--- config.mk ---
export PLATFORM = sky130hd
export DESIGN_NAME = tx_segment_scheduler
export DESIGN_NICKNAME = d
export VERILOG_FILES = /design/src/rtl/tx_segment_scheduler.sv
export SDC_FILE = /design/constraint.sdc
export NUM_CORES = 1
export LEC_CHECK = 0
export CAP_MARGIN = 20
export CORE_MARGIN = 3
export CORE_UTILIZATION = 40
export DETAILED_ROUTE_END_ITERATION = 16
export HOLD_SLACK_MARGIN = 0.02
export RECOVER_POWER = 100
export SLEW_MARGIN = 0
export SYNTH_ARGS = -nofsm -noshare
export SYNTH_HDL_FRONTEND = slang
export SYNTH_SLANG_ARGS = --single-unit
--- constraint.sdc ---
create_clock -name clk125MHz -period 4.1 [get_ports clk125MHz]
set_input_delay 0.615 -clock clk125MHz [delete_from_list [all_inputs] [get_ports clk125MHz]]
set_output_delay 0.615 -clock clk125MHz [all_outputs]
set_load 0.03 [all_outputs]
--- src/rtl/tx_segment_scheduler.sv ---
// tx_segment_scheduler: walks (txid 1..R) x (segment 0..S-1) packet tuples until maxdetect ends a frame; TX_SCHED_TIMEOUT_EN adds a pkt_done watchdog.
// pkt_start 1 cycle after enable in IDLE, IFG_CYCLES+1 after pkt_done; stalls in WAIT_DONE until pkt_done (or watchdog expiry).
module tx_segment_scheduler #(
  parameter int IFG_CYCLES = 12,
  parameter int SEG_W      = 16
`ifdef TX_SCHED_TIMEOUT_EN
  ,
  parameter int TIMEOUT_CYCLES = 4096
`endif
) (
  input  logic             clk125MHz,
  input  logic             rst,
  input  logic             enable,
  input  logic [7:0]       redundancy,
  input  logic [SEG_W-1:0] segment_num_max,
  input  logic             maxdetect,
  input  logic             pkt_done,
  output logic             pkt_start,
  output logic [7:0]       txid,
  output logic [SEG_W-1:0] segment_num,
  output logic             busy,
  output logic             frame_done,
  output logic             timeout_err
);

  typedef enum logic [2:0] {IDLE, LAUNCH, WAIT_DONE, GAP, FRAME_END} state_t;

  localparam int GAP_W = (IFG_CYCLES > 1) ? $clog2(IFG_CYCLES) : 1;
  localparam logic [GAP_W-1:0] GAP_LAST = GAP_W'(IFG_CYCLES - 1);

  state_t           state;
  logic [7:0]       r_l;
  logic [SEG_W-1:0] s_l;
  logic             ovr;
  logic [GAP_W-1:0] gap_cnt;
  logic             wd_expire;

`ifdef TX_SCHED_TIMEOUT_EN
  localparam int WD_W = (TIMEOUT_CYCLES > 1) ? $clog2(TIMEOUT_CYCLES) : 1;
  localparam logic [WD_W-1:0] WD_LAST = WD_W'(TIMEOUT_CYCLES - 1);

  logic [WD_W-1:0] wd_cnt;

  // A missing pkt_done is treated as a completed packet so the frame keeps moving.
  assign wd_expire = (state == WAIT_DONE) && !pkt_done && (wd_cnt == WD_LAST);

  always_ff @(posedge clk125MHz) begin
    if (rst) begin
      wd_cnt      <= '0;
      timeout_err <= 1'b0;
    end else begin
      if (state != WAIT_DONE) wd_cnt <= '0;
      else                    wd_cnt <= wd_cnt + WD_W'(1);
      if (wd_expire) timeout_err <= 1'b1;
    end
  end
`else
  assign wd_expire   = 1'b0;
  assign timeout_err = 1'b0;
`endif

  always_ff @(posedge clk125MHz) begin
    if (rst) begin
      state       <= IDLE;
      pkt_start   <= 1'b0;
      txid        <= 8'd1;
      segment_num <= '0;
      busy        <= 1'b0;
      frame_done  <= 1'b0;
      r_l         <= '0;
      s_l         <= '0;
      ovr         <= 1'b0;
      gap_cnt     <= '0;
    end else begin
      pkt_start  <= 1'b0;
      frame_done <= 1'b0;
      case (state)
        IDLE: begin
          if (enable) begin
            r_l         <= (redundancy == 8'd0) ? 8'd1 : redundancy;
            s_l         <= (segment_num_max == '0) ? SEG_W'(1) : segment_num_max;
            ovr         <= 1'b0;
            txid        <= 8'd1;
            segment_num <= '0;
            pkt_start   <= 1'b1;
            busy        <= 1'b1;
            state       <= LAUNCH;
          end
        end
        LAUNCH: state <= WAIT_DONE;
        WAIT_DONE: begin
          // Only the txid==1 pass reads fresh VRAM, so only it can see end of frame.
          if (maxdetect && (txid == 8'd1)) ovr <= 1'b1;
          if (pkt_done || wd_expire) begin
            gap_cnt <= '0;
            state   <= GAP;
          end
        end
        GAP: begin
          if (gap_cnt == GAP_LAST) begin
            if (segment_num < s_l - SEG_W'(1)) begin
              segment_num <= segment_num + SEG_W'(1);
              pkt_start   <= 1'b1;
              state       <= LAUNCH;
            end else if (txid < r_l) begin
              segment_num <= '0;
              txid        <= txid + 8'd1;
              pkt_start   <= 1'b1;
              state       <= LAUNCH;
            end else begin
              segment_num <= '0;
              txid        <= 8'd1;
              if (ovr) begin
                frame_done <= 1'b1;
                state      <= FRAME_END;
              end else begin
                pkt_start <= 1'b1;
                state     <= LAUNCH;
              end
            end
          end else begin
            gap_cnt <= gap_cnt + GAP_W'(1);
          end
        end
        FRAME_END: begin
          busy  <= 1'b0;
          state <= IDLE;
        end
        default: begin
          busy  <= 1'b0;
          state <= IDLE;
        end
      endcase
    end
  end

endmodule

Yosys cells after proc, flatten, opt, wreduce, memory -nomap -nowiden
Cells that the tools add are included.
{"block": "op_classes", "add_sub_neg": 4, "reduce_logical": 16, "n_lt_le_gt_ge": 2, "bitwise_logic": 3, "eq_ne": 11, "n_mux": 33}
{"op": "$mux W16", "count": 4}
{"op": "$mux W8", "count": 5}
{"op": "$pmux W16 S2", "count": 1}
{"op": "$mux W3", "count": 6}
{"op": "$add A16 B1 Y16 const B", "count": 1}
{"op": "$logic_not A16 Y1", "count": 1}
{"op": "$lt A16 B16 Y1", "count": 1}
{"op": "$pmux W8 S2", "count": 1}
{"op": "$sub A16 B1 Y16 const B", "count": 1}
{"op": "$ne A2 B2 Y1 const B", "count": 6}
{"op": "$pmux W3 S4", "count": 1}
{"op": "$reduce_and A3 Y1", "count": 4}
{"op": "$mux W1", "count": 9}
{"op": "$add A8 B1 Y8 const B", "count": 1}
{"op": "$eq A8 B1 Y1 const B", "count": 1}
{"op": "$logic_not A8 Y1", "count": 1}
{"op": "$lt A8 B8 Y1", "count": 1}
{"op": "$mux W4", "count": 2}
{"op": "$pmux W4 S2", "count": 1}
{"op": "$eq A3 B2 Y1 const B", "count": 2}
{"op": "$pmux W1 S2", "count": 3}
{"op": "$reduce_bool A2 Y1", "count": 3}
{"op": "$reduce_or A5 Y1", "count": 1}
{"op": "$add A4 B1 Y4 const B", "count": 1}
{"op": "other kinds (8)", "count": 11}
{"block": "word_totals", "inputBits": 29, "out_inout_bits": 28, "register_bits": 59}

Logic depth before layout (Yosys ltp)
Gate-level depths: netlist of the first run.
{"block": "logic_depth", "ltp_word": 5, "mapped_depth": 13}

Worst setup path after synthesis of the first run
Ideal clock, no wire load.
{"block": "synth_timing", "kind": "register to register", "start": "reg s_l[2]", "end": "reg txid[0]", "path_stages_with_launch": 13, "slack_ns": 1.118, "arrival_time_ns": 2.843, "t_required_ns": 3.961, "path_cell_list": "dfxtp_1 or3_1 nor2_1 nand3_1 nor4_1 xnor2_1 ha_1 nand4_1 or3_1 nand3_1 nor3_1 nor4_2 a21oi_1"}
{"block": "synth_between", "elab_chain_len": 4}
{"item": "from (decl)", "line_no": "33", "source": "logic [SEG_W-1:0] s_l;"}
{"item": "from (signal assigned)", "line_no": "81", "source": "s_l <= (segment_num_max == '0) ? SEG_W'(1) : segment_num_max;"}
{"item": "$sub A16 B1 Y16", "line_no": "101", "source": "if (segment_num < s_l - SEG_W'(1)) begin"}
{"item": "$lt A16 B16 Y1", "line_no": "101"}
{"item": "$ne A2 B2 Y1 (no source line)"}
{"item": "$reduce_and A4 Y1 (no source line)"}
{"item": "to (signal assigned)", "line_no": "107", "source": "txid <= txid + 8'd1;"}
{"item": "to (decl)", "line_no": "19", "source": "output logic [7:0] txid,"}
No other way between the ends.
A chain may end at the register's enable or synchronous reset.

Worst setup path after layout of the first run
{"block": "layout_timing", "start": "reg s_l[2]", "end": "reg state[0]"}
{"block": "layout_between", "elab_chain_len": 5}
{"item": "$sub A16 B1 Y16", "line_no": "101"}
{"item": "$lt A16 B16 Y1", "line_no": "101"}
{"item": "$mux W3", "line_no": "101"}
{"item": "$mux W3", "line_no": "100", "source": "if (gap_cnt == GAP_LAST) begin"}
{"item": "$pmux W3 S4", "line_no": "77", "source": "case (state)"}
{"item": "to (signal assigned)", "line_no": "87", "source": "state <= LAUNCH;"}
{"item": "to (signal assigned)", "line_no": "104", "source": "state <= LAUNCH;"}
{"item": "to (signal assigned)", "line_no": "109", "source": "state <= LAUNCH;"}
{"item": "to (decl)", "line_no": "31", "source": "state_t state;"}
No other way between the ends. The select of a mux whose other input is x is not followed.

==> out/results.tsv, run 1 <==
metric	value	unit
finalHoldViolCount	0	
dp.final_hpwl	5997	um
pin_count	57	
crit_type	reg -> reg	
avgSynthCellArea	8.148	um2
synth_top_area_share	35.53	%
final_layout_size_suffix_gt1_share	5.579	%
ant_nets	0	
grt-ovfl-total	0	
layout.cells.non_filler	568	
setup_tns	0	ns
power.share.switching	26.52	%
detail_route.drc_violations	0	
fin_skew	0.006948	ns
firstDrtPassIters	6	
die-height	97.17	um
cp_max_fo	5	
final-setup-viol-count	0	
core_area	7888	um2
post_cts_buffers	0	
combPwrFrac	17.4	%
clkTransAtPathRegs	0.07	ns
intPower	1.135	mW
synth_commonest_cells	59 x dfxtp_1, 59 x nand2_1, 44 x nor2_1	
synth.yosys.seq_area_share	35.53	%
async_flop_share	0	%
cts_made_buffers	9	
rows	32	
fin_crit	3.389	ns
port_buffers	55	
wl	7870	um
required	4.32	ns
cts_root_buf	clkbuf_8	
antenna_found_initial	0	
relSlewSlack	6.222	%
yosysUniqueCellTypes	50	
htree_levels	3	
synth_area_leaders	dfxtp_1 36%, ha_1 10%, nand2_1 6.7%, a21oi_1 5.1%, xnor2_1 5.0%	
cts_tree	done	
viasPerCell	5.220	
maxCapViolations	0	
yosys_warnings	0	
slew_violations	0	
antenna_cells	0	
holdCritPathClass	reg -> reg	
die_area	9441	um2
p_clk_share	42.2	%
ir_drop	0.1838	mV
p_per_area	369.5	nW/um2
nFillCells	760	
tightestPinTransition	1.407	ns
cts_hold_buffers	0	
via_count	2965	
synth-edff-count	0	
ys_seq_elements	59	
rsz0062_at_grt	no	
finalNetCount	517	
synth-main-ff-cell	dfxtp_1	
syn_area	3324	um2
seqPwrFrac	40.4	%
syn_nets	464	
period_share	82.65	%
start_kind	register	
worstPathArrival	3.61	ns
dp.cells	552	
cts_resized	0	
clock_latency	0.34	ns
grt_first_pass_wirelength	13370	um
p_leak	1.766	nW
syn_inst	408	
first_global_vias	2779	
status	finished, final reports clean	
grt_usage	17.15	%
wl_per_cell	13.86	um
grt_max_degree	33	
drtIter0Drc	73	
die_x	97.17	um
p_sw	0.4097	mW
area_growth	25.78	%
end_kind	register	
start_util	42.15	%
synth_top_cell_by_area	dfxtp_1	
clock-sinks	59	
gp_congestion	0.8490	
fmax	295.1	MHz
clockBufferDepth	2	
==> cell type report <==
type	instances	area, um2	share of cell area (%)
multi-input cells	315	1994	47.70
flip-flops and latches	59	1181	28.25
repair buffers	58	569.3	13.61
clock buffers	11	141.4	3.381
well taps	102	127.6	3.052
clock inverters	5	100.1	2.394
inverters	18	67.56	1.616
==> power by group through the flow <==
| stage | Clock (mW) | Combinational (mW) | Sequential [mW] |
|---|---|---|---|
| global placement | 0 | 0.267 | 0.636 |
| global route | 0.694 | 0.302 | 0.629 |
| CTS | 0.667 | 0.273 | 0.624 |
| floorplan | 0 | 0.191 | 0.633 |
| finish | 0.652 | 0.269 | 0.624 |
| detailed placement | 0 | 0.271 | 0.637 |
==> path summary, 6_finish.rpt <==
kind | start | end | slack [ns] | depth (start not counted)
min reg2reg | r_l[1] | r_l[1] | 0.46 | 2
max | s_l[2] | state[0] | 0.71 | 12
min | r_l[1] | r_l[1] | 0.46 | 2
max reg2reg | s_l[2] | state[0] | 0.71 | 12
==> routing by layer <==
layer | up-vias | global-route usage [%] | wire length, um
met4 | 0 | 4.860 | 81
met5 | - | 0 | 0
met3 | 9 | 4.810 | 331
met1 | 1370 | 23.42 | 3989
met2 | 46 | 26.43 | 3468
li1 | 1540 | - | -
==> registers in the layout, summed over array words and instances, names as in the netlist <==
| register | count |
|---|---|
| s_l | 16 |
| frame_done | 1 |
| r_l | 8 |
| segment_num | 16 |
| pkt_start | 1 |
| busy | 1 |
| ovr | 1 |
| txid | 8 |
| gap_cnt | 4 |
| state | 3 |
==> cells by family after synthesis <==
logic type,after synthesis,synth area share (%)
buf+inv,34,4.403
flops,59,35.53
other cells,1,0.1128
xor+xnor,31,8.167
simple gates,189,28.42
fa+ha+maj,27,10.16
mux,2,0.6022
compound gates,65,12.61
==> worst max-delay path, stage by stage, from the launching register on <==
cell	delay [ns]
dfxtp_1	0.35
or3_1	0.40
nor2_1	0.21
nand3_1	0.16
nor4_1	0.26
xnor2_1	0.16
ha_1	0.26
a21oi_1	0.14
a2bb2oi_1	0.22
nand3_1	0.13
o311ai_1	0.55
nor2_1	0.10
a2111oi_0	0.35
==> stage by stage <==
| stage | instance area (um2) | setup WS (ns) | hold WS (ns) | utilization (%) | total power, mW |
|---|---|---|---|---|---|
| 2_1_floorplan | 3324 | 1.118 | 0.4363 | - | 0.8239 |
| 3_3_place_gp | 3946 | 0.7854 | 0.4465 | 50.03 | 0.9029 |
| 3_5_place_dp | 3946 | 0.7357 | 0.4470 | 50.03 | 0.9087 |
| 4_1_cts | 4188 | 0.7195 | 0.4566 | 53.09 | 1.564 |
| 5_1_grt | 4182 | 0.3061 | 0.4746 | 53.01 | 1.624 |
| 6_report | 4182 | 0.7112 | 0.4567 | 53.01 | 1.545 |
==> layout by cell type (no fill, tap or decap), types with 3 or more instances in the layout <==
master	count
a211o_1	6
a21oi_1	34
and2_1	3
and3_1	11
bufinv_16	3
clkbuf_8	10
clkdlybuf4s50_1	27
dfxtp_1	59
dlygate4sd3_1	28
ha_1	27
inv_1	18
nand2_1	59
nand2b_1	3
nand3_1	14
nand4_1	8
nor2_1	45
nor3_1	13
nor4_1	12
o21ai_0	5
or3_1	5
or4_1	3
xnor2_1	19
xor2_1	12
(Power assumes the default switching activity.)
==> run 2: changes to the inputs <==
- PLACE_DENSITY: unset -> 0.66
- clock period: 4.1 -> 2.8 ns (I/O delays scaled with it)
==> out/results.tsv, run 2 (synthesis results as in run 1) <==
metric	value	unit	change
port_buffers	55		unchanged
crit_path_start	s_l[4]		
detail_route.drc_violations	0		unchanged
placed_area	4197	um2	+6.3%
cp_cell_sequence	or3_4, nor2_4, nand3_4, nor4_4, xnor2_1, ha_1, nand4_1, buf_4, o21ba_4, nand4_1, o32a_4, buf_4, nor2_1, a21oi_1		
viasPerCell	5.227		+0.13%
final_layout_size_suffix_gt1_share	16.23	%	+11 points
die_area	9441	um2	unchanged
period_share	104.0	%	+21 points
p_leak	1.876	nW	+6.3%
clock_latency	0.33	ns	about the same
end_kind	register		
crit_end	txid[0]		
fin_crit	2.911	ns	-0.4777 ns
rsz0062_at_grt	yes		
fmax	343.5	MHz	+16%
dp.final_hpwl	6338	um	+5.7%
grt_max_degree	41		+24%
finalNetCount	544		+5.2%
stdcell_area	4561	um2	+9.1%
clockBufferDepth	2		unchanged
wl_per_cell	13.94	um	+0.62%
status	complete, but fails checks		
die-height	97.17	um	unchanged
layout_commonest_cell	nand2_1		
wl	8295	um	+5.4%
cp_max_fo	9		+4
cts_tree	done		
layout_common_cells	59 x nand2_1, 58 x dfxtp_1, 45 x clkdlybuf4s50_1, 41 x nor2_1, 31 x a21oi_1		
drtIter0Drc	82		+12%
layout.cells.non_filler	595		+4.8%
fin_skew	0.005321	ns	-0.001627 ns
reg2reg_depth	14		+2
start_kind	register		
p_per_area	496.4	nW/um2	+34%
via_count	3110		+4.9%
grt-ovfl-total	0		unchanged
violations	setup timing		
required	3.02	ns	-1.30 ns
slowest_delay	0.39	ns	-0.16 ns
maxCapViolations	0		unchanged
pin_count	57		unchanged
tightestPinTransition	1.027	ns	-0.3796 ns
antenna_cells	0		unchanged
setup_tns	-1.495	ns	-1.495 ns
cts_root_buf	clkbuf_8		
r2r_start	s_l[4]		
antenna_found_initial	0		unchanged
timing.rr.end	txid[0]		
firstDrtPassIters	4		-2
ir_drop	0.2737	mV	+49%
gp_congestion	0.8138		-4.1%
top_regs	s_l x16, segment_num x16		
clkTransAtPathRegs	0.07	ns	about the same
finalHoldViolCount	0		unchanged
cts_made_buffers	9		unchanged
slew_violations	0		unchanged
core_area	7888	um2	unchanged
dp.cells	576		+4.3%
start_util	42.15	%	unchanged
utilization	57.82	%	+4.8 points
grt_usage	17.93	%	+0.79 points
crit_type	reg -> reg		
holdCritPathClass	reg -> reg		
relSlewSlack	31.53	%	+25 points
power	2.264	mW	+47%
area_growth	37.18	%	
cts_hold_buffers	0		unchanged
final-setup-viol-count	25		+25
grt_first_pass_wirelength	14090	um	+5.4%
first_global_vias	2974		+7.0%
worstPathArrival	3.14	ns	-0.47 ns
r2r_setup_slack	-0.11	ns	-0.82 ns
rows	32		unchanged
crit_path_top_delay_cell	or3_4		
clock-sinks	59		unchanged
ant_nets	0		unchanged
die_x	97.17	um	unchanged
htree_levels	3		unchanged
fin_ws	-0.1111	ns	-0.8223 ns
## run 2: cell types whose count changed in the layout (fill, tap and decap cells not counted), sizes merged
cell	change
clkdlybuf4s50	+18
dlygate4sd3	-18
clkinvlp	+3
buf	+27
bufinv	-1
clkbuf	-2
## run 2: layout make-up
cell class                      instances  area, um2
Clock buffer                            9      123.9
Clock inverter                          7      92.59
Fill cell                             706       3327
Inverter                               18      67.56
Multi-Input combinational cell        315       2183
Sequential cell                        59       1182
Tap cell                              102      127.6
Timing Repair Buffer                   85      783.3
## run 2: where the power goes
| group | total [mW] | switching (mW) | internal, mW | leakage, nW |
|---|---|---|---|---|
| Combinational | 0.512 | 0.272 | 0.240 | 1.29 |
| Clock | 0.847 | 0.350 | 0.497 | 0.101 |
| Sequential | 0.905 | 0.0305 | 0.874 | 0.481 |
| Total | 2.26 | 0.653 | 1.61 | 1.88 |
## run 2: repair_timing
item,CTS,global route
buffers inserted,3,2
gates resized for setup,10,16
setup endpoints to repair,27,28
pin swaps,11,6
## run 2: layer usage
layer	vias up	routed length [um]	track usage (%)
li1	1589	-	-
met1	1449	4120	24.44
met2	61	3746	28.03
met3	11	302	3.374
met4	0	125	6.911
met5	-	0	0
## run 2: how the worst min path moves through the flow
stage            from      to  slack, ns  cells past startpoint
2_1_floorplan  r_l[1]  r_l[1]       0.44                      2
3_3_place_gp   r_l[4]  r_l[4]       0.45                      2
3_5_place_dp   r_l[2]  r_l[2]       0.45                      2
4_1_cts        r_l[2]  r_l[2]       0.46                      2
5_1_grt        r_l[7]  r_l[7]       0.47                      2
6_report       r_l[2]  r_l[2]       0.46                      2
## run 2: critical path, delay by kind of cell (launching register included)
family,cells,cell delay (ns)
XOR/XNOR,1,0.16
AND/OR/NAND/NOR,7,1.17
adder cells (fa/ha/maj),1,0.27
buffers and inverters,2,0.30
flip-flops,1,0.32
AO/OA/AOI/OAI,3,0.58
## run 2: per-stage QoR
stage / worst slack, ns / hold slack, ns
2_1_floorplan: -0.06209 / 0.4363
3_3_place_gp: -0.1606 / 0.4453
3_5_place_dp: -0.2258 / 0.4477
4_1_cts: -0.09146 / 0.4579
5_1_grt: -0.2870 / 0.4712
6_report: -0.1111 / 0.4572
==> run 3: changes to the inputs <==
- DONT_BUFFER_PORTS: unset -> 1
- PLACE_DENSITY: 0.66 -> unset
==> out/results.tsv, run 3 (synthesis results as in run 1) <==
metric	value	unit	change
final_layout_size_suffix_gt1_share	17.84	%	+1.6 points
pin_count	57		unchanged
via_count	2993		-3.8%
crit_path_top_delay_cell	or3_4		
clock_latency	0.34	ns	about the same
dp.final_hpwl	6411	um	+1.1%
setup_tns	-2.681	ns	-1.186 ns
ir_drop	0.2652	mV	-3.1%
fin_crit	2.954	ns	+0.04329 ns
grt_max_degree	42		+2.4%
power	2.243	mW	-0.91%
grt-ovfl-total	0		unchanged
ant_nets	0		unchanged
layout_common_cells	58 x nand2_1, 57 x dfxtp_1, 40 x nor2_1, 30 x a21oi_1, 26 x ha_1		
firstDrtPassIters	4		unchanged
status	complete, but fails checks		
tightestPinTransition	1.129	ns	+0.1021 ns
clockBufferDepth	2		unchanged
wl	8640	um	+4.2%
required	3.02	ns	about the same
worstPathArrival	3.17	ns	+0.03 ns
p_per_area	546.4	nW/um2	+10%
cts_root_buf	clkbuf_8		
layout.cells.non_filler	556		-6.6%
cts_made_buffers	9		unchanged
fin_ws	-0.1544	ns	-0.04329 ns
die-height	97.17	um	unchanged
reg2reg_depth	12		-2
period_share	105.5	%	+1.5 points
end_kind	register		
finalNetCount	505		-7.2%
first_global_vias	2877		-3.3%
cp_max_fo	8		-1
gp_congestion	0.8396		+3.2%
drtIter0Drc	102		+24%
rsz0062_at_grt	yes		
start_util	42.15	%	unchanged
grt_usage	18.35	%	+0.41 points
die_area	9441	um2	unchanged
finalHoldViolCount	0		unchanged
layout_commonest_cell	nand2_1		
slowest_delay	0.44	ns	+0.05 ns
detail_route.drc_violations	0		unchanged
whs_path_depth	1		-1
maxCapViolations	0		unchanged
core_area	7888	um2	unchanged
area_growth	23.49	%	
final-setup-viol-count	26		+4.0%
violations	setup timing		
crit_type	reg -> reg		
htree_levels	3		unchanged
slew_violations	0		unchanged
viasPerCell	5.383		+3.0%
cts_tree	done		
antenna_cells	0		unchanged
top_regs	s_l x16, segment_num x16		
p_leak	1.679	nW	-11%
start_kind	register		
port_buffers	0		-100%
clock-sinks	59		unchanged
holdCritPathClass	in -> reg		
wl_per_cell	15.54	um	+11%
fin_skew	0.009748	ns	+0.004427 ns
cp_cell_sequence	or3_4, nor2_4, nand3_4, nor3_2, xnor2_1, ha_1, nand4_1, or3_4, nand4_1, o32a_4, nor2_1, a211o_1		
clkTransAtPathRegs	0.07	ns	about the same
antenna_found_initial	0		unchanged
dp.cells	539		-6.4%
grt_first_pass_wirelength	14080	um	about the same
rows	32		unchanged
die_x	97.17	um	unchanged
fmax	338.5	MHz	-1.5%
relSlewSlack	24.72	%	-6.8 points
cts_hold_buffers	0		unchanged
==> run 3: cell types whose count changed in the layout (fill, tap and decap cells not counted), moves of 2 or more <==
cell and delta:
clkinvlp_4 -2, dlygate4sd3_1 -10, clkbuf_8 +2, nor4_4 +2
clkbuf_1 +21, clkdlybuf4s50_1 -45, buf_4 -3
==> run 3: layout make-up <==
type	count	area (um2)
clock buffers	12	155.1
repair buffers	46	274.0
clock inverters	4	72.57
flip-flops and latches	59	1184
fillers	742	3782
multi-input cells	315	2225
well taps	102	127.6
inverters	18	67.56
==> run 3: path summary, 6_finish.rpt <==
check,end,startpoint,slack (ns)
setup / recovery,txid[5],s_l[2],-0.15
hold / removal,r_l[1],rst,0.16
setup reg to reg,txid[5],s_l[2],-0.15
hold reg to reg,r_l[2],r_l[2],0.45
==> run 3: per-stage QoR <==
step	worst slack [ns]	util [%]	hold WS (ns)	cell area [um2]
floorplan	-0.06209	-	0.4363	3400
global placement	-0.1514	47.94	0.4401	3781
detailed placement	-0.2051	47.94	0.4408	3781
CTS	-0.08190	51.86	0.1392	4090
global route	-0.3115	52.05	0.1429	4105
finish	-0.1544	52.05	0.1578	4105
==> run 3: layer usage <==
metal | vias up | global-route usage (%) | share of wire (%)
li1 | 1507 | - | -
met1 | 1399 | 23.90 | 48
met3 | 19 | 5.743 | 6.2
met5 | - | 0 | 0
met2 | 68 | 28.34 | 44
met4 | 0 | 7.019 | 2.1
==> run 3: critical path, delay by kind of cell (launching register included) <==
family                   cells  cell delay (ns)
AND/OR/NAND/NOR              8             1.66
AO/OA/AOI/OAI                2             0.46
flip-flops                   1             0.32
adder cells (fa/ha/maj)      1             0.32
XOR/XNOR                     1             0.09
==> run 3: report_power, final <==
| group | switching, mW | internal (mW) |
|---|---|---|
| clock network | 0.341 | 0.549 |
| registers | 0.0388 | 0.874 |
| logic | 0.247 | 0.193 |
| total | 0.627 | 1.62 |
==> run 3: what timing repair did <==
item,4_1_cts,5_1_grt
setup endpoints to repair,28,28
gates resized for setup,15,17
buffers inserted,2,0
pin swaps,16,10
